**src/rtl/bist_resp_analyzer.sv**
```systemverilog
// BIST response analyzer: compacts CUT responses into a MISR and reports pass/fail at end of test.
// Optional macro BIST_FAIL_LOG_EN adds per-vector compare against exp_y and first-failure capture.
module bist_resp_analyzer #(
  parameter int                 PAT_W        = 2,
  parameter int                 DATA_W       = 4,
  parameter int                 NUM_PATTERNS = 16,
  parameter logic [DATA_W-1:0]  MISR_POLY    = 4'b0011,
  parameter logic [DATA_W-1:0]  MISR_SEED    = 4'b0000,
  parameter logic [DATA_W-1:0]  GOLDEN_SIG   = 4'hC,
  parameter int                 CNT_W        = 5
) (
  input  logic              clk,
  input  logic              rst_n,
  input  logic              testmode,
  input  logic              resp_valid,
  input  logic [PAT_W-1:0]  pat_a,
  input  logic [PAT_W-1:0]  pat_b,
  input  logic [DATA_W-1:0] y,
  input  logic [DATA_W-1:0] exp_y,
  output logic              busy,
  output logic              test_complete,
  output logic              test_good,
  output logic [DATA_W-1:0] signature,
  output logic              fail_valid,
  output logic [PAT_W-1:0]  fail_a,
  output logic [PAT_W-1:0]  fail_b,
  output logic [CNT_W-1:0]  fail_count
);

  typedef enum logic [1:0] {
    S_IDLE,
    S_RUN,
    S_DONE
  } state_t;

  state_t            state_q;
  state_t            state_d;
  logic [CNT_W-1:0]  count_q;
  logic [DATA_W-1:0] sig_q;
  logic [DATA_W-1:0] sig_next;
  logic              start;
  logic              accept;
  logic              last;

  assign start  = (state_q == S_IDLE) && testmode;
  assign accept = (state_q == S_RUN) && resp_valid;
  assign last   = accept && (count_q == CNT_W'(NUM_PATTERNS - 1));

  // Shift left, fold the MSB back through the polynomial taps, then mix in the response.
  assign sig_next = {sig_q[DATA_W-2:0], 1'b0}
                  ^ (sig_q[DATA_W-1] ? MISR_POLY : '0)
                  ^ y;

  always_ff @(posedge clk or negedge rst_n) begin
    if (!rst_n) begin
      state_q <= S_IDLE;
    end else begin
      state_q <= state_d;
    end
  end

  // An abort in RUN wins over reaching the final sample.
  always_comb begin
    state_d = state_q;
    case (state_q)
      S_IDLE: if (testmode) state_d = S_RUN;
      S_RUN: begin
        if (!testmode)  state_d = S_IDLE;
        else if (last)  state_d = S_DONE;
      end
      S_DONE: if (!testmode) state_d = S_IDLE;
      default: state_d = S_IDLE;
    endcase
  end

  always_ff @(posedge clk or negedge rst_n) begin
    if (!rst_n) begin
      sig_q   <= MISR_SEED;
      count_q <= '0;
    end else if (start) begin
      sig_q   <= MISR_SEED;
      count_q <= '0;
    end else if (accept) begin
      sig_q   <= sig_next;
      count_q <= count_q + CNT_W'(1);
    end
  end

  assign busy          = (state_q == S_RUN);
  assign test_complete = (state_q == S_DONE);
  assign signature     = sig_q;

`ifdef BIST_FAIL_LOG_EN
  logic             fail_valid_q;
  logic [PAT_W-1:0] fail_a_q;
  logic [PAT_W-1:0] fail_b_q;
  logic [CNT_W-1:0] fail_count_q;

  // Only the first mismatching vector is captured; the count keeps going and saturates.
  always_ff @(posedge clk or negedge rst_n) begin
    if (!rst_n) begin
      fail_valid_q <= 1'b0;
      fail_a_q     <= '0;
      fail_b_q     <= '0;
      fail_count_q <= '0;
    end else if (start) begin
      fail_valid_q <= 1'b0;
      fail_a_q     <= '0;
      fail_b_q     <= '0;
      fail_count_q <= '0;
    end else if (accept && (y != exp_y)) begin
      if (fail_count_q != '1) begin
        fail_count_q <= fail_count_q + CNT_W'(1);
      end
      if (!fail_valid_q) begin
        fail_valid_q <= 1'b1;
        fail_a_q     <= pat_a;
        fail_b_q     <= pat_b;
      end
    end
  end

  assign fail_valid = fail_valid_q;
  assign fail_a     = fail_a_q;
  assign fail_b     = fail_b_q;
  assign fail_count = fail_count_q;
  assign test_good  = test_complete && (sig_q == GOLDEN_SIG) && !fail_valid_q;
`else
  logic unused_inputs;

  assign unused_inputs = ^{exp_y, pat_a, pat_b};
  assign fail_valid    = 1'b0;
  assign fail_a        = '0;
  assign fail_b        = '0;
  assign fail_count    = '0;
  assign test_good     = test_complete && (sig_q == GOLDEN_SIG);
`endif

endmodule
```
**config.mk**
```make
export PLATFORM = sky130hd
export DESIGN_NAME = bist_resp_analyzer
export DESIGN_NICKNAME = d
export VERILOG_FILES = /design/src/rtl/bist_resp_analyzer.sv
export SDC_FILE = /design/constraint.sdc
export NUM_CORES = 1
export LEC_CHECK = 0
export CAP_MARGIN = 15
export CORE_MARGIN = 2
export CORE_UTILIZATION = 45
export CTS_CLUSTER_DIAMETER = 80
export CTS_CLUSTER_SIZE = 8
export DETAILED_ROUTE_END_ITERATION = 6
export DONT_BUFFER_PORTS = 1
export PLACE_DENSITY = 0.57
export SLEW_MARGIN = 20
export SYNTH_ARGS = -nofsm -noshare
export SYNTH_HDL_FRONTEND = slang
export SYNTH_SLANG_ARGS = --single-unit
```
**constraint.sdc**
```tcl
create_clock -name clk -period 4.2 [get_ports clk]
set_input_delay 1.05 -clock clk [delete_from_list [all_inputs] [get_ports clk]]
set_output_delay 1.05 -clock clk [all_outputs]
set_load 0.1 [all_outputs]
```
# Word-level counts from Yosys, hierarchy flattened
# Cells that the tools add are included.
[word_totals]
word_cells = 30
ff_bits = 11
[op_classes]
n_eq_ne = 7
add_sub_neg = 1
n_mux = 10
reduce_logical = 7
bitwise_logic = 2
[ops]
columns = ["operator", "n"]
rows = [
  ["2-bit two-way mux", 5],
  ["5-bit two-way mux", 2],
  ["4-bit two-way mux", 2],
  ["2-bit one-hot mux with 3 select lines", 1],
  ["5-bit by 1-bit adder with 5-bit output, second input constant", 1],
  ["5-bit by 4-bit == test with 1-bit output, second input constant", 1],
  ["4-bit == test, second input constant", 1],
  ["1-bit logical AND", 4],
  ["2-bit != test, second input constant", 2],
  ["4-bit by 2-bit XOR with 4-bit output", 1],
  ["4-bit XOR", 1],
  ["3-bit by 2-bit != test with 1-bit output, second input constant", 1],
  ["3-bit AND reduction", 1],
  ["2-bit by 1-bit == test with 1-bit output, second input constant", 1],
  ["2-bit == test, second input constant", 1],
  ["2-bit zero test", 1],
  ["2-bit nonzero test", 1],
]

# Longest topological paths before layout
[depth]
depth_word = 6
depth_mapped = 5
ltp_nobuf = 5

# Worst setup path before layout
# Ideal clock, no wire load.
[synth_timing]
path_type = "register to output"
start = "register state_q[0]"
end = "output test_good"
path_stages_with_launch = 4
path_buffers = 1
setup_slack_ps = -1921
required_ps = 3150
t_arrival_ps = 5071
path_cell_list = "dfrtp_1 clkbuf_2 nor2b_1 nor4b_1"
[synth_via]
elab_chain_cells = 2
[synth_rtl]
columns = ["item", "line", "text"]
rows = [
  ["start: declaration", "36", "state_t state_q;"],
  ["start signal: assignment", "58", "state_q <= state_d;"],
  ["2-bit == test", "90", "assign test_complete = (state_q == S_DONE);"],
  ["net test_complete", "21", "output logic test_complete,"],
  ["1-bit logical AND", "136", "assign test_good = test_complete && (sig_q == GOLDEN_SIG);"],
  ["end: declaration", "22", "output logic test_good,"],
]
# The timed path passes the listed nets, and every way through them passes these cells.

# Worst setup path after layout
[layout_timing]
start = "register sig_q[0] (netlist: signature[0])"
end = "output test_good"
[layout_via]
elab_chain_cells = 2
[layout_rtl]
columns = ["item", "line", "text"]
rows = [
  ["start: declaration", "39", "logic [DATA_W-1:0] sig_q;"],
  ["start signal: assignment", "84", "sig_q <= sig_next;"],
  ["4-bit == test", "136", ""],
  ["1-bit logical AND", "136", ""],
]
# Every way passes these cells.

==> results.toml <==
[pwr]
p_leak_nw = 0.329
p_per_area_nw_per_um2 = 497
peakVddDrop_uv = 227

[critical_path]
end_kind = "output port"
required_ns = 3.15
worst_setup_path_start_kind = "flip-flop"
arrival_ns = 1.79
crit_type = "flip-flop to output port"
cp_max_fo = 4

[floorplanning]
dieArea_um2 = 1780
rows = 13
die_w_um = 42.2
initial_core_util_pct = 49.3
dieHeight_um = 42.2
design.core.area_um2 = 1330
io_pins = 33

[cts]
cts_tree = "built"
clkSinkCount = 11
clk_latency_ns = 0.26
hold_buffers = 0
numCtsBuffers = 3
cts-root-buf = "clkbuf_4"
path_clk_slew_ns = 0.07
post_cts_buffers = 0
cts-resized-gates = 0
clk_path_buf_depth = 2
htreeDepth = 1

[timing]
rsz0062_at_grt = "no"
finalCritPeriodShare_pct = 67.6
max_freq_ghz = 0.352
min_period_ns = 2.84
timing.hold.ws_ns = 0.473
setup_ws_ns = 1.36
finalHoldViolCount = 0
slew_violations = 0
final.setup.tns_ns = 0
relSlewSlack_pct = 31.8
worst_pin_slew_ns = 1.02
finalSetupViolations = 0
finalClockSkew_ns = 0.00409

[finish]
nNetsFinal = 87
fin_cells = 83
final_area_um2 = 693
area_growth_pct = 5.32
n_antenna_cell = 0
drive_gt1_share_pct = 16.2

[logic_synthesis]
synth_top_area_cell = "dfrtp_1"
synthCells = 63
synth_area_um2 = 658
yosys-top-cells-count = "dfrtp_1 (11), buf_4 (10), a22o_1 (6), xor2_1 (4)"
yosysMostFrequentCell = "dfrtp_1"
synth_seq_cells = 11
synth_warnings = 0
netlist.area_leader.share_pct = 41.8
synth_edf_count = 0
yosysSeqAreaShare_pct = 41.8
synth-async-reset-ratio_pct = 100
synth_area_per_cell_um2 = 10.4
synthTopCellsByArea = "dfrtp_1 (42%), buf_4 (11%), a22o_1 (8.0%), xor2_1 (5.3%), ha_1 (3.8%)"
synth_cell_types = 31
synthFlopType = "dfrtp_1"

[routing]
drc_errors = 0
drtIter0Drc = 7
detail-route-antenna-nets = 0
wire_per_inst_um = 12.8
totalWireLength_mm = 1.06
drt_first_pass_iters = 3
vias_per_cell = 5.34
vias = 443

[placement]
place.gp.congestion = 0.678
dp_slack_ns = 1.64
port_buffers = 0
placed_area_um2 = 667
dpl.cell_count = 79
hpwl_um = 818

[job]
maxCapViolCount = 0

[grt]
grt_antenna_before_repair = 0
grt_max_degree = 12
first_global_vias = 430
grt_first_pass_wirelength_mm = 1.93
grt_usage_pct = 14.3
grt_overflow = 0

[worst_hold_path]
hp-class = "input pin to asynchronous set/reset pin"

[run_status]
outcome = "finished, final reports clean"
-- layout make-up --
cell class                 instances  area (um2)
clock buffer                       4        26.3
fill                             142         641
inverter                           2        7.51
multi-input combinational         47         335
sequential                        11         275
tap                               15        18.8
timing repair buffer               4        30.0
-- layout by cell type (no fill, tap or decap) --
master	n
a211oi_1	1
a21oi_1	1
a22o_1	6
and2b_1	1
and3_1	1
and3b_1	1
buf_4	4
clkbuf_1	1
clkbuf_4	3
conb_1	10
dfrtp_1	11
ha_1	2
inv_1	2
nand2_1	1
nand2b_1	1
nand3_1	2
nand3b_1	1
nand4b_1	1
nor2_1	2
nor2_2	1
nor2b_2	1
nor3b_1	1
nor4b_4	1
o211ai_1	1
o21ai_0	1
o21bai_1	1
o22ai_1	1
o31ai_1	1
or3b_2	1
xnor2_1	2
xor2_1	4
-- kinds of logic after synthesis --
family | Yosys count | share of synthesized area (%)
and+or+nand+nor | 16 | 15.8
buffers and inverters | 14 | 15.0
AOI/OAI and AO/OA | 13 | 15.0
DFF | 11 | 41.8
xor gates and xnor gates | 6 | 7.98
adders and majority gates | 2 | 3.80
other | 1 | 0.570
-- final timing paths --
path                                       endpoint                      from  slack, ns  depth (start not counted)
min reg2reg                  count_q[3]$_DFFE_PN0P_    count_q[3]$_DFFE_PN0P_       0.48                          1
min                          state_q[1]$_DFFE_PN0P_                     rst_n       0.47                          0
max reg2reg                signature[1]$_DFFE_PN0P_  signature[0]$_DFFE_PN0P_       2.54                          3
max in group asynchronous    count_q[3]$_DFFE_PN0P_                     rst_n       3.65                          0
min in group clk             count_q[3]$_DFFE_PN0P_    count_q[3]$_DFFE_PN0P_       0.48                          1
max                                       test_good  signature[0]$_DFFE_PN0P_       1.36                          2
-- through the flow --
stage	util (%)	total power, mW
3_3_place_gp	50.0	0.275
4_1_cts	52.0	0.349
6_report	52.0	0.344
3_5_place_dp	50.0	0.276
2_1_floorplan	-	0.270
5_1_grt	52.0	0.365
-- where the power goes --
group	internal (mW)	switching, mW	leakage (nW)	total (mW)
registers	0.118	0.0427	0.145	0.160
clock network	0.0367	0.0346	0.0150	0.0713
logic	0.0236	0.0891	0.169	0.113
-- registers in the layout, indices dropped and copies added (netlist names) --
name and count:
state_q 2, signature 4, count_q 5
-- critical path, stage by stage (launching register included) --
cell     delay, ns
dfrtp_1       0.78
nor4b_4       0.41
buf_4         0.33
-- layer usage --
metal / wire, um / vias up / track usage [%]
met5: 0 / - / 0
met4: 19 / 0 / 7.50
met3: 85 / 2 / 3.02
met2: 489 / 19 / 21.2
met1: 468 / 208 / 19.3
li1: - / 214 / -
Power figures use the tool's default switching activity.
